===== src/rtl/noise_mem_sched.sv =====
// noise_mem_sched: fill/read sequencer for the x/y/z noise BRAM bank array.
// Fills all 8 words of the enabled banks with LFSR words, then hands out one
// bank/address per accepted read. Refills happen on command or automatically
// after a programmable number of accepted reads.
//
//   state    | meaning
//   ---------+-------------------------------------------------------------
//   ST_EMPTY | BRAM contents not valid, waiting for a refill request
//   ST_FILL  | writing addresses 0..7 of every enabled bank, LFSR stepping
//   ST_READY | serving reads, rotating address then bank
module noise_mem_sched #(
  parameter int pBANKS        = 16,
  parameter int pREFILL_READS = 64
) (
  input  logic        clk,
  input  logic        rst_n,
  input  logic [31:0] I_seed,
  input  logic        I_seed_load,
  input  logic [15:0] I_bank_mask,
  input  logic        I_refill,
  input  logic        I_rd_req,
  output logic        O_rd_ready,
  output logic        O_rd_valid,
  output logic        O_filling,
  output logic        O_err,
  output logic [2:0]  O_wr_addr,
  output logic [2:0]  O_rd_addr,
  output logic        O_wr_en,
  output logic [15:0] O_enable,
  output logic [31:0] O_lfsr_state,
  output logic [3:0]  O_rd_bank
);

  // Galois taps for x^32+x^22+x^2+x+1 (right-shifting form)
  localparam logic [31:0] LFSR_TAPS  = 32'h8020_0003;
  localparam logic [31:0] MASK_LIM32 = (pBANKS >= 16) ? 32'h0000_FFFF
                                                      : ((32'd1 << pBANKS) - 32'd1);
  localparam logic [15:0] MASK_LIM   = MASK_LIM32[15:0];
  localparam bit          AUTO_EN    = (pREFILL_READS != 0);
  localparam logic [15:0] REFILL_N   = 16'(pREFILL_READS);

  typedef enum logic [1:0] {
    ST_EMPTY = 2'd0,
    ST_FILL  = 2'd1,
    ST_READY = 2'd2
  } state_t;

  state_t      r_state;
  state_t      w_next_state;
  logic [31:0] r_lfsr;
  logic [15:0] r_mask;
  logic [2:0]  r_fill_addr;
  logic [2:0]  r_rd_ptr;
  logic [3:0]  r_bank_ptr;
  logic [3:0]  r_rd_bank;
  logic        r_rd_valid;
  logic [15:0] r_rd_cnt;
  logic        r_err;

  logic [15:0] w_mask_eff;
  logic        w_mask_has;
  logic        w_auto_hit;
  logic        w_accept;
  logic        w_start;
  logic        w_fill_done;
  logic        w_err;
  logic [31:0] w_lfsr_step;

  function automatic logic [3:0] f_lowest(input logic [15:0] mask);
    logic [3:0] v;
    v = 4'd0;
    for (int i = 15; i >= 0; i--) begin
      if (mask[i]) v = 4'(i);
    end
    return v;
  endfunction

  // next enabled bank strictly above cur, wrapping to the lowest enabled bank
  function automatic logic [3:0] f_next_bank(input logic [15:0] mask, input logic [3:0] cur);
    logic [3:0] v;
    logic       found;
    v     = f_lowest(mask);
    found = 1'b0;
    for (int i = 0; i < 16; i++) begin
      if (!found && mask[i] && (i > int'(cur))) begin
        v     = 4'(i);
        found = 1'b1;
      end
    end
    return v;
  endfunction

  assign w_mask_eff  = I_bank_mask & MASK_LIM;
  assign w_mask_has  = (w_mask_eff != 16'd0);
  assign w_auto_hit  = AUTO_EN && (r_rd_cnt == REFILL_N);
  assign w_lfsr_step = {1'b0, r_lfsr[31:1]} ^ (r_lfsr[0] ? LFSR_TAPS : 32'd0);

  // Ready drops in the cycle after the last counted read so no extra read slips in
  assign O_rd_ready = (r_state == ST_READY) && !w_auto_hit;
  assign w_accept   = I_rd_req && O_rd_ready;

  // Next-state decode; an accept coinciding with a refill still completes
  always_comb begin
    w_next_state = r_state;
    w_start      = 1'b0;
    w_fill_done  = 1'b0;
    w_err        = 1'b0;
    case (r_state)
      ST_EMPTY: begin
        if (I_refill) begin
          if (w_mask_has) begin
            w_next_state = ST_FILL;
            w_start      = 1'b1;
          end else begin
            w_err = 1'b1;
          end
        end
      end
      ST_FILL: begin
        if (r_fill_addr == 3'd7) begin
          w_next_state = ST_READY;
          w_fill_done  = 1'b1;
        end
      end
      ST_READY: begin
        if (w_auto_hit) begin
          if (w_mask_has) begin
            w_next_state = ST_FILL;
            w_start      = 1'b1;
          end else begin
            w_next_state = ST_EMPTY;
            w_err        = 1'b1;
          end
        end else if (I_refill) begin
          if (w_mask_has) begin
            w_next_state = ST_FILL;
            w_start      = 1'b1;
          end else begin
            w_err = 1'b1;
          end
        end
      end
      default: w_next_state = ST_EMPTY;
    endcase
  end

  // State register
  always_ff @(posedge clk or negedge rst_n) begin
    if (!rst_n) r_state <= ST_EMPTY;
    else        r_state <= w_next_state;
  end

  // LFSR: seed load wins over stepping; an all-zero seed would lock up, so it maps to 1
  always_ff @(posedge clk or negedge rst_n) begin
    if (!rst_n) begin
      r_lfsr <= 32'h1;
    end else if (I_seed_load) begin
      r_lfsr <= (I_seed == 32'd0) ? 32'h1 : I_seed;
    end else if (r_state == ST_FILL) begin
      r_lfsr <= w_lfsr_step;
    end
  end

  // Fill bookkeeping: mask is frozen for the whole fill and the read rotation after it
  always_ff @(posedge clk or negedge rst_n) begin
    if (!rst_n) begin
      r_mask      <= 16'd0;
      r_fill_addr <= 3'd0;
    end else if (w_start) begin
      r_mask      <= w_mask_eff;
      r_fill_addr <= 3'd0;
    end else if (r_state == ST_FILL) begin
      r_fill_addr <= r_fill_addr + 3'd1;
    end
  end

  // Read rotation: address first, bank on address wrap; bank output held between accepts
  always_ff @(posedge clk or negedge rst_n) begin
    if (!rst_n) begin
      r_rd_ptr   <= 3'd0;
      r_bank_ptr <= 4'd0;
      r_rd_bank  <= 4'd0;
      r_rd_cnt   <= 16'd0;
    end else if (w_fill_done) begin
      r_rd_ptr   <= 3'd0;
      r_bank_ptr <= f_lowest(r_mask);
      r_rd_cnt   <= 16'd0;
    end else if (w_accept) begin
      r_rd_bank <= r_bank_ptr;
      r_rd_ptr  <= r_rd_ptr + 3'd1;
      if (r_rd_ptr == 3'd7) r_bank_ptr <= f_next_bank(r_mask, r_bank_ptr);
      if (r_rd_cnt != 16'hFFFF) r_rd_cnt <= r_rd_cnt + 16'd1;
    end
  end

  // One-cycle pulses: read data valid after accept, error on empty-mask refill
  always_ff @(posedge clk or negedge rst_n) begin
    if (!rst_n) begin
      r_rd_valid <= 1'b0;
      r_err      <= 1'b0;
    end else begin
      r_rd_valid <= w_accept;
      r_err      <= w_err;
    end
  end

  assign O_filling    = (r_state == ST_FILL);
  assign O_wr_en      = (r_state == ST_FILL);
  assign O_wr_addr    = (r_state == ST_FILL) ? r_fill_addr : 3'd0;
  assign O_enable     = (r_state == ST_FILL) ? r_mask : 16'd0;
  assign O_lfsr_state = (r_state == ST_FILL) ? r_lfsr : 32'd0;
  assign O_rd_addr    = r_rd_ptr;
  assign O_rd_bank    = r_rd_bank;
  assign O_rd_valid   = r_rd_valid;
  assign O_err        = r_err;

endmodule


===== config.mk =====
export PLATFORM = sky130hd
export DESIGN_NAME = noise_mem_sched
export DESIGN_NICKNAME = d
export VERILOG_FILES = /design/src/rtl/noise_mem_sched.sv
export SDC_FILE = /design/constraint.sdc
export NUM_CORES = 1
export LEC_CHECK = 0
export ABC_AREA = 1
export BUFFER_PORTS_ARGS = -buffer_cell sky130_fd_sc_hd__buf_2
export CAP_MARGIN = 5
export CORE_MARGIN = 5
export CORE_UTILIZATION = 40
export DETAILED_ROUTE_END_ITERATION = 10
export PLACE_DENSITY = 0.66
export SETUP_SLACK_MARGIN = 0.2
export SLEW_MARGIN = 10
export SYNTH_ARGS = -nofsm -noshare
export SYNTH_HDL_FRONTEND = slang
export SYNTH_SLANG_ARGS = --single-unit

===== constraint.sdc =====
create_clock -name clk -period 2.69 [get_ports clk]
set_input_delay 0.269 -clock clk [delete_from_list [all_inputs] [get_ports clk]]
set_output_delay 0.269 -clock clk [all_outputs]
set_load 0.02 [all_outputs]

==> run metrics, run 1 <==
setup ws final=0.1489 ns; Total Nets Final=868; largest net degree at the start of global routing=43; Yosys reg bits=82; Routed Antenna Nets=0; final setup fails=0; vias in the first global route=4785; hpwl dp=9733 um; initial antenna violation count=0; CTS H-tree depth=3; Total Wirelength=14020 um; Die H=118.4 um; IO Count=116; Post-synth EDFFs=0; YS warnings=0; Max Cap Violations=0; Max Slew Vio Count=0; worst skew pair latency=0.33 ns; routability congestion estimate from global placement=0.8894; Post-synth ARST share=100.0%; worst-path maximum fanout=4; register area=2057 um^2; CP required=2.94 ns; slowest stage delay, CP=0.44 ns; synthesized area=4698 um^2; first-pass GRT wire length=22090 um; met1 wire length=5962 um; # rows=39; critical path class=register to register; Peak supply drop=0.6037 mV; critical path endpoint category=register; vias post-DR=5026; Setup Skew=0.004296 ns; CTS tree=built; Tmin final=2.541 ns; routed wl met3=1043 um; cell taking the most area after synthesis=dfrtp_1; CTS buffer count=9; top layer used by detailed routing=met4; slew margin rel.=55.97%; dpl ws=0.05794 ns; ys flop type=dfrtp_1; CP bufs+invs=1; layout cell share with drive strength beyond 1=32.19%; fillers=1028; Overall Power=6.492 mW; wire length per cell=14.65 um; Reg clk slew, reported paths=0.06 ns; most used cell, CP=nor2_4; Worst setup SP type=register; share of the synthesized area in the top cell type=43.14%; Total GRT Usage=18.80%; CTS root buf=clkbuf_16; power per cell area=1001 nW/um^2; die width=118.4 um; Remaining DRCs=0; Mapped Nets=701; metal2 WL=6708 um; Final Cell Area=6485 um^2; full die area=14010 um^2; Mapped Avg Cell Area=7.318 um^2; placed inst area=5479 um^2; Core Area=11470 um^2; Worst Path Arrival=2.79 ns; routed vias/inst=5.252; Slew @ Worst Pin=0.6535 ns; overflow left after global routing=0; dominant cells by area after synthesis=dfrtp_1, nand2_1, inv_1, nor2_1, o21ai_0; Initial Util=40.97%; RSZ-0062 raised after global routing=yes; Slowest-stage cell, CP=dfrtp_2; P&R area growth vs syn=38.03%; crit-path cells=nor2_4 -> nand3_2 -> nand3_2 -> a21oi_2 -> nand2_2 -> nand2_4 -> nor2_4 -> nor2_4 -> nand2_4 -> nor3_4 -> nor3_4 -> nand3_2 -> nor2_4 -> nand3_4 -> buf_6 -> nand4_1 -> o21ai_0 -> o21ai_1; area of the multi-input gates=2356 um^2; Mapped Cells=642; detailed router's first-iteration violation count=314; final period utilization=94.47%; number of detailed-route iterations in the first pass=5; top cells by count, synth=nand2_1, inv_1, dfrtp_1, nor2_1, o21ai_0; ant diodes=0; clk buf depth=2; Final Hold Fails=0; worst hold path class=input pin to register; most common cell in the synthesized netlist=nand2_1; Max Fclk=393.5 MHz; P_leak=3.477 nW; status=finished clean; clock sinks=82; Synth cell types=41; Worst path top cell family by delay=simple AND/OR/NAND/NOR gates; sequential area share after synthesis=43.70%; number of port buffers=115
## cell families after synthesis
family,count (synthesis),synth area share (%)
and+or+nand+nor,284,26.47
buffers and inverters,148,11.90
AOI/OAI and AO/OA,121,16.14
DFF,82,43.70
adders and majority gates,6,1.598
xor gates and xnor gates,1,0.1865
## routing by layer
metal,GRT usage [%],vias up
met5,0,-
met4,7.016,0
met3,4.537,30
met2,30.49,201
met1,24.49,2383
li1,-,2412
## sequential cells by signal (all words and copies together) (netlist names)
| name | cells |
|---|---|
| O_rd_addr | 3 |
| O_rd_bank | 4 |
| r_bank_ptr | 4 |
| r_mask | 16 |
| O_err | 1 |
| r_state | 2 |
| r_lfsr | 32 |
| O_rd_valid | 1 |
| r_fill_addr | 3 |
| r_rd_cnt | 16 |
## worst min-delay path, delay by kind of cell
family                 cells  cell delay (ns)
buffers and inverters      1             0.09
AOI/OAI and AO/OA          1             0.06
and+or+nand+nor            1             0.04
## layout by cell type (no fill, tap or decap), drive strengths merged, types with 2 or more instances in the layout
master / count
inv: 126
and2: 3
nand2: 135
a211oi: 2
and3: 2
nand4: 10
buf: 174
a22o: 2
nand3: 22
o31ai: 3
nor2: 86
clkbuf: 15
a21oi: 24
nor3: 13
o221ai: 24
o21ai: 54
ha: 6
o211ai: 7
dfrtp: 81
nor4: 11
clkinv: 4
## stage by stage
step / utilization [%] / hold slack (ns) / TNS [ns] / instances
floorplan: - / -0.02659 / 0 / 642
global placement: 47.78 / 0.2923 / 0 / 892
detailed placement: 47.78 / 0.3027 / 0 / 892
CTS: 52.57 / 0.1475 / 0 / 930
global route: 56.55 / 0.1705 / -0.002226 / 957
finish: 56.55 / 0.1634 / 0 / 957
## where the power goes
part | internal [mW] | switching [mW] | leakage (nW) | total, mW
sequential | 1.62 | 0.258 | 1.03 | 1.88
combinational | 1.19 | 2.23 | 2.31 | 3.43
clock | 0.699 | 0.484 | 0.143 | 1.18
total | 3.52 | 2.97 | 3.48 | 6.49
## path summary, 6_finish.rpt
kind / start / endpoint / slack [ns] / depth (start not counted)
max: r_bank_ptr[2] / r_bank_ptr[2] / 0.15 / 18
min: I_bank_mask[8] / r_mask[8] / 0.16 / 3
max reg2reg: r_bank_ptr[2] / r_bank_ptr[2] / 0.15 / 18
min reg2reg: O_rd_bank[0] / O_rd_bank[0] / 0.48 / 2
max in group asynchronous: rst_n / r_bank_ptr[2] / 1.60 / 3
min in group asynchronous: rst_n / r_rd_cnt[8] / 0.47 / 2
## area by class of cell
type | count | share of cell area (%)
flip-flops and latches | 82 | 31.72
well taps | 143 | 2.759
repair buffers | 176 | 17.29
multi-input cells | 412 | 36.33
clock buffers | 14 | 4.225
inverters | 128 | 7.525
clock inverters | 2 | 0.1544
## what timing repair did
| item | 4_1_cts | 5_1_grt |
|---|---|---|
| endpoints found under the setup margin | 8 | 29 |
| endpoints found under the hold margin | 39 | 0 |
| gates resized for setup | 30 | 61 |
| buffers inserted | 21 | 26 |
| hold buffers | 1 | 0 |
| gates cloned | 0 | 1 |
| pin swaps | 13 | 38 |
Note: power is estimated with default switching activity, not from simulation.
==> run 2: changes to the inputs <==
- ABC_AREA: 1 -> unset
==> run metrics, run 2 <==
status=finished clean; overflow left after global routing=0; initial antenna violation count=0; Post-synth EDFFs=0; Post-synth ARST share=100.0%; Core Area=11370 um^2; # rows=39; Max Slew Vio Count=0; crit path to=r_bank_ptr[0]; Peak supply drop=0.5994 mV; Total Wirelength=12560 um; Mapped Cells=533; CTS H-tree depth=3; Worst setup SP type=register; Yosys reg bits=82; most common cell in the synthesized netlist=dfrtp_1; slew margin rel.=31.48%; worst-path maximum fanout=16; Worst R2R Start=r_bank_ptr[1]; placed inst area=5293 um^2; largest net degree at the start of global routing=83; routed vias/inst=5.444; clock sinks=82; final setup fails=0; critical path class=register to register; YS warnings=0; sequential area share after synthesis=44.29%; Max Fclk=433.0 MHz; capture point of the worst reg-to-reg path=r_bank_ptr[0]; Routed Antenna Nets=0; detailed router's first-iteration violation count=227; routability congestion estimate from global placement=0.8722; P_leak=2.596 nW; hpwl dp=9329 um; wire length per cell=16.04 um; clk buf depth=2; Core Util, Final=49.38%; dominant cells by area after synthesis=dfrtp_1, and2_1, nand2_1, a21oi_1, o21ai_0; critical path startpoint=r_bank_ptr[1]; worst hold path class=input pin to asynchronous set/reset pin; synthesized area=4636 um^2; first-pass GRT wire length=21500 um; RSZ-0062 raised after global routing=no; CTS root buf=clkbuf_16; die width=117.7 um; CTS tree=built; ys flop type=dfrtp_1; Final TNS setup=0 ns; Final Cell Area=5614 um^2; Overall Power=6.248 mW; Die H=117.7 um; cell taking the most area after synthesis=dfrtp_1; share of the synthesized area in the top cell type=43.72%; critical path endpoint category=register; Mapped Avg Cell Area=8.697 um^2; Worst Path Arrival=2.55 ns; Initial Util=40.77%; Slew @ Worst Pin=1.028 ns; crit-path cells=nand2_1 -> a32oi_2 -> nand2_1 -> or3_4 -> o31ai_1 -> o31ai_1 -> o22ai_1; r2r worst-path depth=7; Final Hold Fails=0; Max Cap Violations=0; IO Count=116; final period utilization=85.85%; Synth cell types=64; max reg flops=32; commonest non-fill, non-tap cell in the layout=buf_2; P&R area growth vs syn=21.11%; Slowest-stage cell, CP=dfrtp_1; fillers=1079; worst skew pair latency=0.34 ns; CP required=2.93 ns; slowest stage delay, CP=0.68 ns; number of detailed-route iterations in the first pass=5; leading registers by flop count=r_lfsr x32, r_mask x16, r_rd_cnt x16; Largest Register=r_lfsr; R2R setup slack=0.38 ns; power per cell area=1113 nW/um^2; Tmin final=2.309 ns; ant diodes=0; Total Nets Final=694; Total GRT Usage=18.31%; number of port buffers=115; most frequent cells in the layout=buf_2, dfrtp_1, nand2_1; full die area=13840 um^2; Reg clk slew, reported paths=0.06 ns; CTS buffer count=9; vias post-DR=4263; Setup Buffers After CTS=0; Mapped Nets=592; layout cell share with drive strength beyond 1=23.59%; vias in the first global route=4335; Remaining DRCs=0; Setup Skew=0.009923 ns; top cells by count, synth=dfrtp_1, nand2_1, and2_1
[run 2: logic make-up after synthesis]
logic type / Yosys count / share of synthesized area [%]
and+or+nand+nor: 236 / 25.99
AOI/OAI and AO/OA: 133 / 17.00
DFF: 82 / 44.29
buffers and inverters: 45 / 4.291
muxes: 18 / 4.345
xor gates and xnor gates: 13 / 2.456
adders and majority gates: 6 / 1.619
[run 2: layer usage]
| layer | vias to the layer above | track usage (%) | share of wire [%] |
|---|---|---|---|
| li1 | 2077 | - | - |
| met1 | 2033 | 24.82 | 45 |
| met2 | 134 | 27.93 | 46 |
| met3 | 19 | 6.439 | 7.4 |
| met4 | 0 | 4.803 | 1.5 |
| met5 | - | 0 | 0 |
[run 2: repair_timing]
| action | in CTS | in global routing |
|---|---|---|
| hold buffers | 0 | 0 |
| resized for setup | 0 | 2 |
| endpoints found under the setup margin | 0 | 3 |
[run 2: cell type report]
cell class	instances	area [um^2]	share of cell area (%)
Timing Repair Buffer	120	615.6	10.97
Clock buffer	10	239.0	4.257
Inverter	16	61.31	1.092
Clock inverter	6	72.57	1.293
Sequential cell	82	2054	36.59
Multi-Input combinational cell	406	2392	42.61
Tap cell	143	178.9	3.187
[run 2: worst min-delay path by stage]
| stage | from | to | cells past startpoint |
|---|---|---|---|
| finish | rst_n | r_lfsr[5] | 1 |
| global route | I_seed[15] | r_lfsr[15] | 3 |
| CTS | I_seed[8] | r_lfsr[8] | 3 |
| detailed placement | O_rd_bank[0] | O_rd_bank[0] | 2 |
| global placement | O_rd_bank[0] | O_rd_bank[0] | 2 |
| floorplan | rst_n | O_err | 0 |
[run 2: per-stage QoR]
step	setup WS, ns	std cells	hold WS [ns]
global route	0.2293	783	0.1505
floorplan	0.6369	533	-0.02659
detailed placement	0.4271	767	0.4601
CTS	0.4119	783	0.1376
global placement	0.5010	767	0.4521
finish	0.3805	783	0.1058
[run 2: where the power goes]
part | switching [mW] | internal [mW]
registers | 0.497 | 1.59
clock network | 0.521 | 0.754
logic | 1.77 | 1.12
[run 2: worst max-delay path, delay by kind of cell (launching register included)]
family,cells,cell delay [ns]
AO/OA/AOI/OAI,4,0.85
AND/OR/NAND/NOR,3,0.68
flip-flops,1,0.68
==> run 3: changes to the inputs <==
- CELL_PAD_IN_SITES_DETAIL_PLACEMENT: unset -> 2
- CELL_PAD_IN_SITES_GLOBAL_PLACEMENT: unset -> 2
- CORE_UTILIZATION: 40 -> 31
- HOLD_SLACK_MARGIN: unset -> 0.1
- PLACE_DENSITY: 0.66 -> 0.9
==> run metrics, run 3 (synthesis results as in run 2) <==
Max Fclk=432.2 MHz; routed vias/inst=5.402; busiest grt layer=met2; register area=2053 um^2; most frequent cells in the layout=buf_2, dfrtp_1, nand2_1; Remaining DRCs=0; P_leak=2.626 nW; initial antenna violation count=0; Overall Power=6.413 mW; Total GRT Usage=19.09%; placed insts=812; Tmin final=2.314 ns; critical path class=register to register; power per cell area=1127 nW/um^2; die width=132.3 um; commonest non-fill, non-tap cell in the layout=buf_2; # rows=44; leading registers by flop count=r_lfsr x32, r_mask x16, r_rd_cnt x16; Final Cell Area=5690 um^2; largest net degree at the start of global routing=64; placed inst area=5386 um^2; Reg clk slew, reported paths=0.07 ns; Worst Path Arrival=2.60 ns; worst-path maximum fanout=12; routability congestion estimate from global placement=0.8765; critical path startpoint=r_bank_ptr[0]; hold_ws=0.1479 ns; P&R area growth vs syn=22.75%; clock sinks=82; R2R setup slack=0.38 ns; Worst R2R Start=r_bank_ptr[0]; hpwl dp=12670 um; slew margin rel.=35.10%; met2 GRT Util=33.63%; CTS buffer count=9; CP required=2.97 ns; Worst setup SP type=register; dpl ws=0.3673 ns; first-pass GRT wire length=27290 um; status=finished clean; Total Wirelength=16840 um; max reg flops=32; Die H=132.3 um; clk buf depth=2; Core Util, Final=39.01%; Final TNS setup=0 ns; IO Count=116; RSZ-0062 raised after global routing=no; worst skew pair latency=0.35 ns; area of the multi-input gates=2395 um^2; final period utilization=86.01%; fillers=1641; Final Hold Fails=0; Core Area=14590 um^2; setup ws final=0.3763 ns; layout cell share with drive strength beyond 1=24.19%; vias in the first global route=5053; crit path to=r_bank_ptr[1]; Initial Util=31.78%; Routed Antenna Nets=0; met1 Track Usage GR=24.15%; M3 GR Usage=4.771%; wire length per cell=20.31 um; CTS root buf=clkbuf_16; Max Cap Violations=0; final setup fails=0; Peak supply drop=0.4831 mV; number of port buffers=115; Slew @ Worst Pin=0.9735 ns; worst hold path class=input pin to register; Largest Register=r_lfsr; vias post-DR=4478; Layout Cells excl Fill=829; ant diodes=0; detailed router's first-iteration violation count=222; capture point of the worst reg-to-reg path=r_bank_ptr[1]; overflow left after global routing=0; r2r worst-path depth=7; Setup Skew=0.004781 ns; CTS tree=built; number of detailed-route iterations in the first pass=4; full die area=17500 um^2; critical path endpoint category=register; Max Slew Vio Count=0; Total Nets Final=699; CTS H-tree depth=3
==> run 3: changes by cell type in the layout (fill, tap and decap cells not counted), moves of 2 or more <==
cell	previous run	this run
clkinvlp_4	3	0
clkinv_2	1	4
buf_4	6	8
buf_12	0	2
==> run 3: layout make-up <==
type	count	area share (%)
Clock buffer	10	4.024
Clock inverter	6	0.7256
Inverter	16	1.077
Multi-Input combinational cell	406	42.08
Sequential cell	82	36.08
Tap cell	184	4.046
Timing Repair Buffer	125	11.96
==> run 3: repair_timing <==
action                                 in CTS  in global routing
setup endpoints to repair                   0                 22
endpoints found under the hold margin      47                  0
buffers inserted                            0                  0
hold buffers                                1                  0
gates resized for setup                     0                  6
==> run 3: worst max-delay path, cell delays in order, from the launching register on <==
cell and delay [ns]:
dfrtp_1 0.66, a21oi_1 0.22, o22ai_1 0.23, nand2_1 0.14, or3_4 0.43, or3_1 0.31, o211ai_1 0.10, a22o_1 0.16
==> run 3: worst min path at each step <==
stage                end  depth (start not counted)  slack [ns]      startpoint
3_5_place_dp   r_mask[7]                          1        0.36           rst_n
4_1_cts        r_lfsr[8]                          3        0.14       I_seed[8]
5_1_grt        r_mask[5]                          2        0.15  I_bank_mask[5]
2_1_floorplan      O_err                          0       -0.03           rst_n
3_3_place_gp   r_mask[7]                          1        0.34           rst_n
6_report       r_lfsr[8]                          3        0.15       I_seed[8]
==> run 3: metal layers <==
layer	routed length, um	vias to the layer above
li1	-	2082
met1	7315	2277
met2	8572	106
met3	815	13
met4	133	0
met5	0	-
==> run 3: where the power goes <==
part,switching [mW],internal (mW)
combinational,1.97,1.16
sequential,0.533,1.58
clock,0.535,0.629
total,3.04,3.37
